--- config.mk ---
export PLATFORM = sky130hd
export DESIGN_NAME = mem_access_stage
export DESIGN_NICKNAME = d
export VERILOG_FILES = /design/src/rtl/mem_access_stage.sv
export SDC_FILE = /design/constraint.sdc
export NUM_CORES = 1
export LEC_CHECK = 0
export ABC_AREA = 1
export CAP_MARGIN = 20
export CORE_ASPECT_RATIO = 1.5
export CORE_MARGIN = 8
export CORE_UTILIZATION = 40
export DETAILED_ROUTE_END_ITERATION = 6
export MAX_ROUTING_LAYER = met4
export PLACE_DENSITY_LB_ADDON = 0.3
export SYNTH_ARGS = -nofsm -noshare
export SYNTH_HDL_FRONTEND = slang
export SYNTH_SLANG_ARGS = --single-unit
export TNS_END_PERCENT = 1
--- constraint.sdc ---
create_clock -name clk_i -period 7.6 [get_ports clk_i]
set_input_delay 2.28 -clock clk_i [delete_from_list [all_inputs] [get_ports clk_i]]
set_output_delay 2.28 -clock clk_i [all_outputs]
set_load 0.01 [all_outputs]
--- src/rtl/mem_access_stage.sv ---
// MEM pipeline stage: passes ALU ops through with no stall, and runs loads/stores as a
// request/acknowledge transaction with variable-latency data memory, stalling upstream until done.
module mem_access_stage #(
  parameter int TIMEOUT = 64,
  parameter int CNT_W   = 16
) (
  input  logic             clk_i,
  input  logic             rst_i,
  input  logic             MemRead_i,
  input  logic             MemWrite_i,
  input  logic             RegWrite_i,
  input  logic             MemtoReg_i,
  input  logic [31:0]      ALUResult_i,
  input  logic [31:0]      WriteData_i,
  input  logic [4:0]       RDaddr_i,
  output logic             stall_o,
  output logic             RegWrite_o,
  output logic             MemtoReg_o,
  output logic [31:0]      Data1_o,
  output logic [31:0]      Data2_o,
  output logic [4:0]       RDaddr_o,
  output logic             mem_req_o,
  output logic             mem_we_o,
  output logic [31:0]      mem_addr_o,
  output logic [31:0]      mem_wdata_o,
  input  logic             mem_ack_i,
  input  logic [31:0]      mem_rdata_i,
  output logic             mem_err_o,
  output logic [CNT_W-1:0] stall_cnt_o
);

  localparam int WAIT_W = (TIMEOUT > 2) ? $clog2(TIMEOUT) : 1;

  typedef enum logic [1:0] {IDLE, BUSY, DONE} state_t;

  state_t      state, next_state;
  logic [WAIT_W-1:0] wait_cnt;
  logic        lat_regwrite, lat_memtoreg, lat_we;
  logic [31:0] lat_addr, lat_wdata, lat_rdata;
  logic [4:0]  lat_rd;

  logic mem_op, misaligned, timeout_hit;

  assign mem_op      = MemRead_i | MemWrite_i;
  assign misaligned  = (ALUResult_i[1:0] != 2'b00);
  assign timeout_hit = (wait_cnt == WAIT_W'(TIMEOUT - 1));

  // NOTE: state registers use non-blocking assignments so every flop samples pre-edge values.
  always_ff @(posedge clk_i or posedge rst_i) begin
    if (rst_i) state <= IDLE;
    else       state <= next_state;
  end

  // NOTE: every output gets a default before the case so no path leaves a latch behind.
  always_comb begin
    next_state  = state;
    stall_o     = 1'b0;
    RegWrite_o  = 1'b0;
    MemtoReg_o  = 1'b0;
    Data1_o     = '0;
    Data2_o     = '0;
    RDaddr_o    = '0;
    mem_req_o   = 1'b0;
    mem_we_o    = 1'b0;
    mem_addr_o  = '0;
    mem_wdata_o = '0;
    unique case (state)
      IDLE: begin
        if (mem_op) begin
          stall_o    = 1'b1;
          next_state = misaligned ? DONE : BUSY;
        end else begin
          RegWrite_o = RegWrite_i;
          MemtoReg_o = MemtoReg_i;
          Data2_o    = ALUResult_i;
          RDaddr_o   = RDaddr_i;
        end
      end
      BUSY: begin
        stall_o     = 1'b1;
        mem_req_o   = 1'b1;
        mem_we_o    = lat_we;
        mem_addr_o  = {lat_addr[31:2], 2'b00};
        mem_wdata_o = lat_wdata;
        if (mem_ack_i || timeout_hit) next_state = DONE;
      end
      DONE: begin
        // Inputs still show the stalled instruction here; ignoring them prevents a relaunch.
        RegWrite_o = lat_regwrite;
        MemtoReg_o = lat_memtoreg;
        Data1_o    = lat_rdata;
        Data2_o    = lat_addr;
        RDaddr_o   = lat_rd;
        next_state = IDLE;
      end
      default: next_state = IDLE;
    endcase
  end

  always_ff @(posedge clk_i or posedge rst_i) begin
    if (rst_i) begin
      wait_cnt     <= '0;
      lat_regwrite <= 1'b0;
      lat_memtoreg <= 1'b0;
      lat_we       <= 1'b0;
      lat_addr     <= '0;
      lat_wdata    <= '0;
      lat_rdata    <= '0;
      lat_rd       <= '0;
      mem_err_o    <= 1'b0;
      stall_cnt_o  <= '0;
    end else begin
      if (stall_o && (stall_cnt_o != {CNT_W{1'b1}})) stall_cnt_o <= stall_cnt_o + CNT_W'(1);
      unique case (state)
        IDLE: begin
          wait_cnt <= '0;
          if (mem_op) begin
            lat_regwrite <= RegWrite_i;
            lat_memtoreg <= MemtoReg_i;
            lat_we       <= MemWrite_i;
            lat_addr     <= ALUResult_i;
            lat_wdata    <= WriteData_i;
            lat_rd       <= RDaddr_i;
            lat_rdata    <= '0;
            if (misaligned) mem_err_o <= 1'b1;
          end
        end
        BUSY: begin
          wait_cnt <= wait_cnt + WAIT_W'(1);
          // Ack has priority over a timeout landing in the same cycle.
          if (mem_ack_i) begin
            lat_rdata <= lat_we ? 32'h0 : mem_rdata_i;
          end else if (timeout_hit) begin
            lat_rdata <= '0;
            mem_err_o <= 1'b1;
          end
        end
        default: ;
      endcase
    end
  end

endmodule

==> impl_metrics.tcl, run 1 <==
set metrics [dict create \
    clockBufferDepth 2 \
    postSynth.asyncResetShare 1.00 \
    syn_inst 871 \
    max_cap_violations 0 \
    crit_type "input pin to output pin" \
    clock-root-buffer "clkbuf_16" \
    final_nets 1225 \
    setup-tns-final_ns 0 \
    n_antenna_cell 0 \
    drt-initial-drc-count 433 \
    pre_cts_ws_ns 1.08 \
    cts_resized 0 \
    synth.distinct_cells 27 \
    synthDominantCellAreaShare 0.498 \
    place_congestion 0.885 \
    placed_cell_area_um2 9170 \
    grt_first_pass_wirelength_um 32300 \
    p_leak_nw 4.63 \
    core_um2 16000 \
    p_total_mw 3.17 \
    vias 6201 \
    synth.avg_cell_area_um2 7.44 \
    synth_edf_count 0 \
    route.detailed.drc 0 \
    wl_per_cell_um 15.2 \
    syn_area_um2 6480 \
    hpwl_um 15100 \
    min_to "mem_err_o$_DFFE_PP0P_" \
    fin_ws_ns 1.07 \
    startpoint_type "input pin" \
    clk_pin_slew_ns 0.05 \
    arrival_ns 4.25 \
    rr_endpoint "lat_rdata[15]$_DFFE_PP0P_" \
    start_util 0.404 \
    synth_most_common_cell "nand2_1" \
    first_pass_iters 4 \
    global_route.usage.total 0.203 \
    fillers 1462 \
    rsz0062_at_grt "false" \
    die_h_um 172 \
    hold_depth 2 \
    fmax_mhz 153 \
    htree_levels 4 \
    finalSetupViolCount 0 \
    final_area_um2 9810 \
    cellPowerDensity_nw_per_um2 324 \
    dieWidth_um 120 \
    wirelength_um 20300 \
    worstSetupEndpointType "output pin" \
    status "complete, no violations" \
    cts_tree "yes" \
    grt_max_degree 126 \
    ys.warnings.count 0 \
    synth-seq-cells 129 \
    boundaryPins 263 \
    viasPerCell 4.65 \
    worst_pin_slew_ns 0.694 \
    hold_violations 0 \
    cts_buffers 17 \
    dieArea_um2 20600 \
    grt_pass1_vias 6389 \
    seq_area_um2 3230 \
    hp-start "mem_err_o$_DFFE_PP0P_" \
    synth_seq_area_share 0.498 \
    cts_setup_buffers 0 \
    clock_skew_ns 0.0117 \
    drive_gt1_frac 0.0488 \
    r2r_slack_ns 5.16 \
    post-route-min-period_ns 6.53 \
    cts_sinks 129 \
    r2r_start "state[1]$_DFFE_PP0P_" \
    slew_headroom 0.538 \
    hp-class "flip-flop to flip-flop" \
    slew_violations 0 \
    portBuffers 260 \
    ant_nets 0 \
    vdd_drop_max_uv 179 \
    synth_top_flop_cell "dfrtp_1" \
    synth_area_leader_cell "dfrtp_1" \
    antenna_found_initial 0 \
    multi_input_area_um2 2420 \
    period_share 0.859 \
    crit_fanout 39 \
    r2r_cells 7 \
    hold_buffers 0 \
    synth_top_cells_by_area "dfrtp_1 (50%), nand2_1 (12%), inv_1 (9.2%), nor2_1 (8.5%), o21ai_0 (4.3%)" \
    yosys-top-cells-count "nand2_1 (212), inv_1 (158), nor2_1 (146), dfrtp_1 (129), o21ai_0 (56)" \
    critical_path_required_ns 5.32 \
    row_count 57 \
    area_growth_pct 51.4 \
    clk_latency_ns 0.41 \
    gr-total-overflow 0 \
]
==> registers in the layout, summed over array words and instances (netlist names) <==
signal and cells:
lat_addr 32, lat_memtoreg 1, lat_rd 5, lat_rdata 32, lat_regwrite 1, lat_wdata 32, lat_we 1, mem_err_o 1
stall_cnt_o 16, state 2, wait_cnt 6
==> power breakdown <==
part / switching (mW) / internal [mW] / total (mW)
combinational: 0.737 / 0.568 / 1.31
sequential: 0.136 / 0.923 / 1.06
clock: 0.321 / 0.490 / 0.810
==> routing by layer <==
metal	vias to the layer above	global-route usage	share of wire
li1	3128	-	-
met1	2816	0.222	0.40
met2	201	0.346	0.51
met3	56	0.0346	0.042
met4	0	0.116	0.042
met5	-	-	0
==> cell families after synthesis <==
| family | Yosys count | synth area share |
|---|---|---|
| adder cells (fa/ha/maj) | 2 | 0.00386 |
| XOR/XNOR | 8 | 0.0108 |
| buffers and inverters | 205 | 0.130 |
| other | 1 | 0.000579 |
| AND/OR/NAND/NOR | 404 | 0.253 |
| flip-flops | 129 | 0.498 |
| AO/OA/AOI/OAI | 122 | 0.104 |
==> stage by stage <==
stage          utilization  hold slack (ns)  std cells
2_1_floorplan            -            0.442        872
3_5_place_dp         0.571            0.454       1300
4_1_cts              0.608            0.474       1332
3_3_place_gp         0.570            0.453       1299
5_1_grt              0.611            0.492       1334
6_report             0.611            0.469       1334
==> cells in the final DEF (no fill, tap or decap), types with 4 or more instances in the layout <==
cell type / count
clkdlybuf4s50_1: 260
clkbuf_16: 17
dfrtp_1: 129
o21ai_0: 56
a21oi_1: 34
nor2_4: 4
o22ai_1: 29
nand3_1: 24
buf_4: 4
inv_1: 157
nand4_1: 9
inv_2: 4
nor2_1: 146
nand2_1: 211
inv_6: 5
xnor2_1: 7
==> cell type report <==
class,count,share of cell area
Clock inverter,13,0.0156
Inverter,162,0.0623
Tap cell,206,0.0263
Sequential cell,129,0.329
Multi-Input combinational cell,538,0.246
Timing Repair Buffer,267,0.276
Clock buffer,19,0.0441
==> how the worst max path moves through the flow <==
stage               cells after the start                      end  slack (ns)        from
floorplan                               1  lat_addr[0]$_DFFE_PP0P_        1.88       rst_i
global placement                        7              RDaddr_o[0]        1.17  MemWrite_i
detailed placement                      7               Data2_o[0]        1.08  MemWrite_i
CTS                                     7              RDaddr_o[4]        1.08  MemWrite_i
global route                            7               MemtoReg_o        0.88  MemWrite_i
finish                                  7              Data2_o[20]        1.07   MemRead_i
==> worst max-delay path: stages <==
cell and delay [ns]:
clkdlybuf4s50_1 0.46, inv_1 0.05, nand2_1 0.14, nor2_1 0.10
inv_2 0.51, o22ai_1 0.17, clkdlybuf4s50_1 0.53
Note: power is estimated with default switching activity, not from simulation.
==> run 2, diff against run 1 <==
--- a/config.mk
+++ b/config.mk
@@ -11,7 +11,6 @@
 export CORE_MARGIN = 8
 export CORE_UTILIZATION = 40
 export DETAILED_ROUTE_END_ITERATION = 6
-export MAX_ROUTING_LAYER = met4
 export PLACE_DENSITY_LB_ADDON = 0.3
 export SYNTH_ARGS = -nofsm -noshare
 export SYNTH_HDL_FRONTEND = slang
==> impl_metrics.tcl, run 2 (synthesis results as in run 1) <==
set metrics [dict create \
    status "complete, no violations" \
    share_seq_of_total_power 0.334 \
    grt_pass1_vias 6367 \
    viasPerCell 4.66 \
    htree_levels 4 \
    hold_depth 2 \
    n_antenna_cell 0 \
    cts_sinks 129 \
    hp-start "lat_rdata[10]$_DFFE_PP0P_" \
    wirelength_um 20300 \
    antenna_found_initial 0 \
    cts_tree "yes" \
    power_frac_clock 0.255 \
    final_cell_mix "clkdlybuf4s50_1 (260), nand2_1 (211), inv_1 (157), nor2_1 (146), dfrtp_1 (129)" \
    rsz0062_at_grt "false" \
    clock-root-buffer "clkbuf_16" \
    cellPowerDensity_nw_per_um2 323 \
    hold_violations 0 \
    clock_skew_ns 0.0139 \
    wl_per_cell_um 15.2 \
    post-route-min-period_ns 6.53 \
    fillers 1462 \
    r2r_start "state[1]$_DFFE_PP0P_" \
    dieWidth_um 120 \
    clk_pin_slew_ns 0.06 \
    dp.cells 1300 \
    final_cells 1334 \
    vias 6211 \
    crit_family "buffers and inverters" \
    gr-total-overflow 0 \
    final_common_cell "clkdlybuf4s50_1" \
    fmax_mhz 153 \
    crit_fanout 39 \
    slew_headroom 0.539 \
    cts_resized 0 \
    r2r_slack_ns 5.14 \
    hold_buffers 0 \
    cp_num_cells 7 \
    portBuffers 260 \
    global_route.usage.total 0.197 \
    boundaryPins 263 \
    vdd_drop_max_uv 177 \
    arrival_ns 4.25 \
    final_area_um2 9810 \
    clockBufferDepth 2 \
    worstSetupEndpointType "output pin" \
    drive_gt1_frac 0.0488 \
    rr_endpoint "lat_rdata[1]$_DFFE_PP0P_" \
    cp_cell_sequence "clkdlybuf4s50_1 > inv_1 > nand2_1 > nor2_1 > inv_2 > o21ai_0 > clkdlybuf4s50_1" \
    path_common_cell "clkdlybuf4s50_1" \
    critPathMaxStageDelay_ns 0.52 \
    first_pass_iters 5 \
    hpwl_um 15100 \
    p_switching_mw 1.19 \
    combPwrFrac 0.411 \
    holdWs_ns 0.471 \
    grt_max_degree 126 \
    worst_pin_slew_ns 0.691 \
    grt_first_pass_wirelength_um 32400 \
    dieArea_um2 20600 \
    route.detailed.drc 0 \
    drt-initial-drc-count 347 \
    cts_buffers 17 \
    clk_latency_ns 0.41 \
    cts_setup_buffers 0 \
    final_nets 1225 \
    critical_path_required_ns 5.32 \
    r2r_cells 7 \
    finalSetupViolCount 0 \
    p_int_mw 1.98 \
    reg_top3 "lat_addr: 32 flops, lat_rdata: 32 flops, lat_wdata: 32 flops" \
    area_growth_pct 51.4 \
    p_leak_nw 4.63 \
    die_h_um 172 \
    startpoint_type "input pin" \
    crit_type "input pin to output pin" \
    setup-tns-final_ns 0 \
    core_um2 16000 \
    p_sw_frac 0.375 \
    fin_util 0.611 \
    row_count 57 \
    place_congestion 0.871 \
    placed_cell_area_um2 9170 \
    min_to "lat_rdata[10]$_DFFE_PP0P_" \
    slew_violations 0 \
    ant_nets 0 \
    start_util 0.404 \
    max_cap_violations 0 \
    hp-class "flip-flop to flip-flop" \
    crit_buf_inv 4 \
    critPathSlowestCell "clkdlybuf4s50_1" \
    period_share 0.859 \
]
[run 2: layout make-up]
class | count | area [um^2] | area share
Timing Repair Buffer | 267 | 2710 | 0.276
Clock inverter | 13 | 153 | 0.0156
Clock buffer | 19 | 433 | 0.0441
Tap cell | 206 | 258 | 0.0263
Inverter | 162 | 611 | 0.0623
Sequential cell | 129 | 3230 | 0.329
Multi-Input combinational cell | 538 | 2420 | 0.246
[run 2: worst max-delay path by stage]
stage	start	to	slack [ns]
floorplan	rst_i	lat_addr[0]$_DFFE_PP0P_	1.88
global placement	MemWrite_i	RDaddr_o[0]	1.17
detailed placement	MemWrite_i	Data2_o[0]	1.08
CTS	MemWrite_i	RDaddr_o[4]	1.08
global route	MemWrite_i	MemtoReg_o	0.88
finish	MemWrite_i	RDaddr_o[4]	1.07
[run 2: per-layer routing]
layer | track usage | part of all wire | vias up
li1 | - | - | 3128
met1 | 0.213 | 0.38 | 2819
met2 | 0.347 | 0.51 | 212
met3 | 0.0542 | 0.062 | 52
met4 | 0.104 | 0.040 | 0
met5 | 0 | 0 | -
[run 2: power groups by stage]
stage               Clock (mW)  Sequential, mW  Combinational, mW
detailed placement           0            1.07               1.30
floorplan                    0            1.03              0.766
CTS                      0.832            1.06               1.30
global route             0.864            1.09               1.45
finish                   0.808            1.06               1.30
global placement             0            1.06               1.28
[run 2: metrics by stage]
step                      setup slack [ns]  total power [mW]
after floorplan                       1.88              1.80
after global placement                1.17              2.33
after detailed placement              1.08              2.37
after CTS                             1.08              3.20
after global routing                 0.885              3.40
final                                 1.07              3.17
[run 2: tightest hold or removal path, delay by kind of cell (launching register included)]
family / cells / cell delay [ns]
flip-flops: 1 / 0.34
AND/OR/NAND/NOR: 2 / 0.10
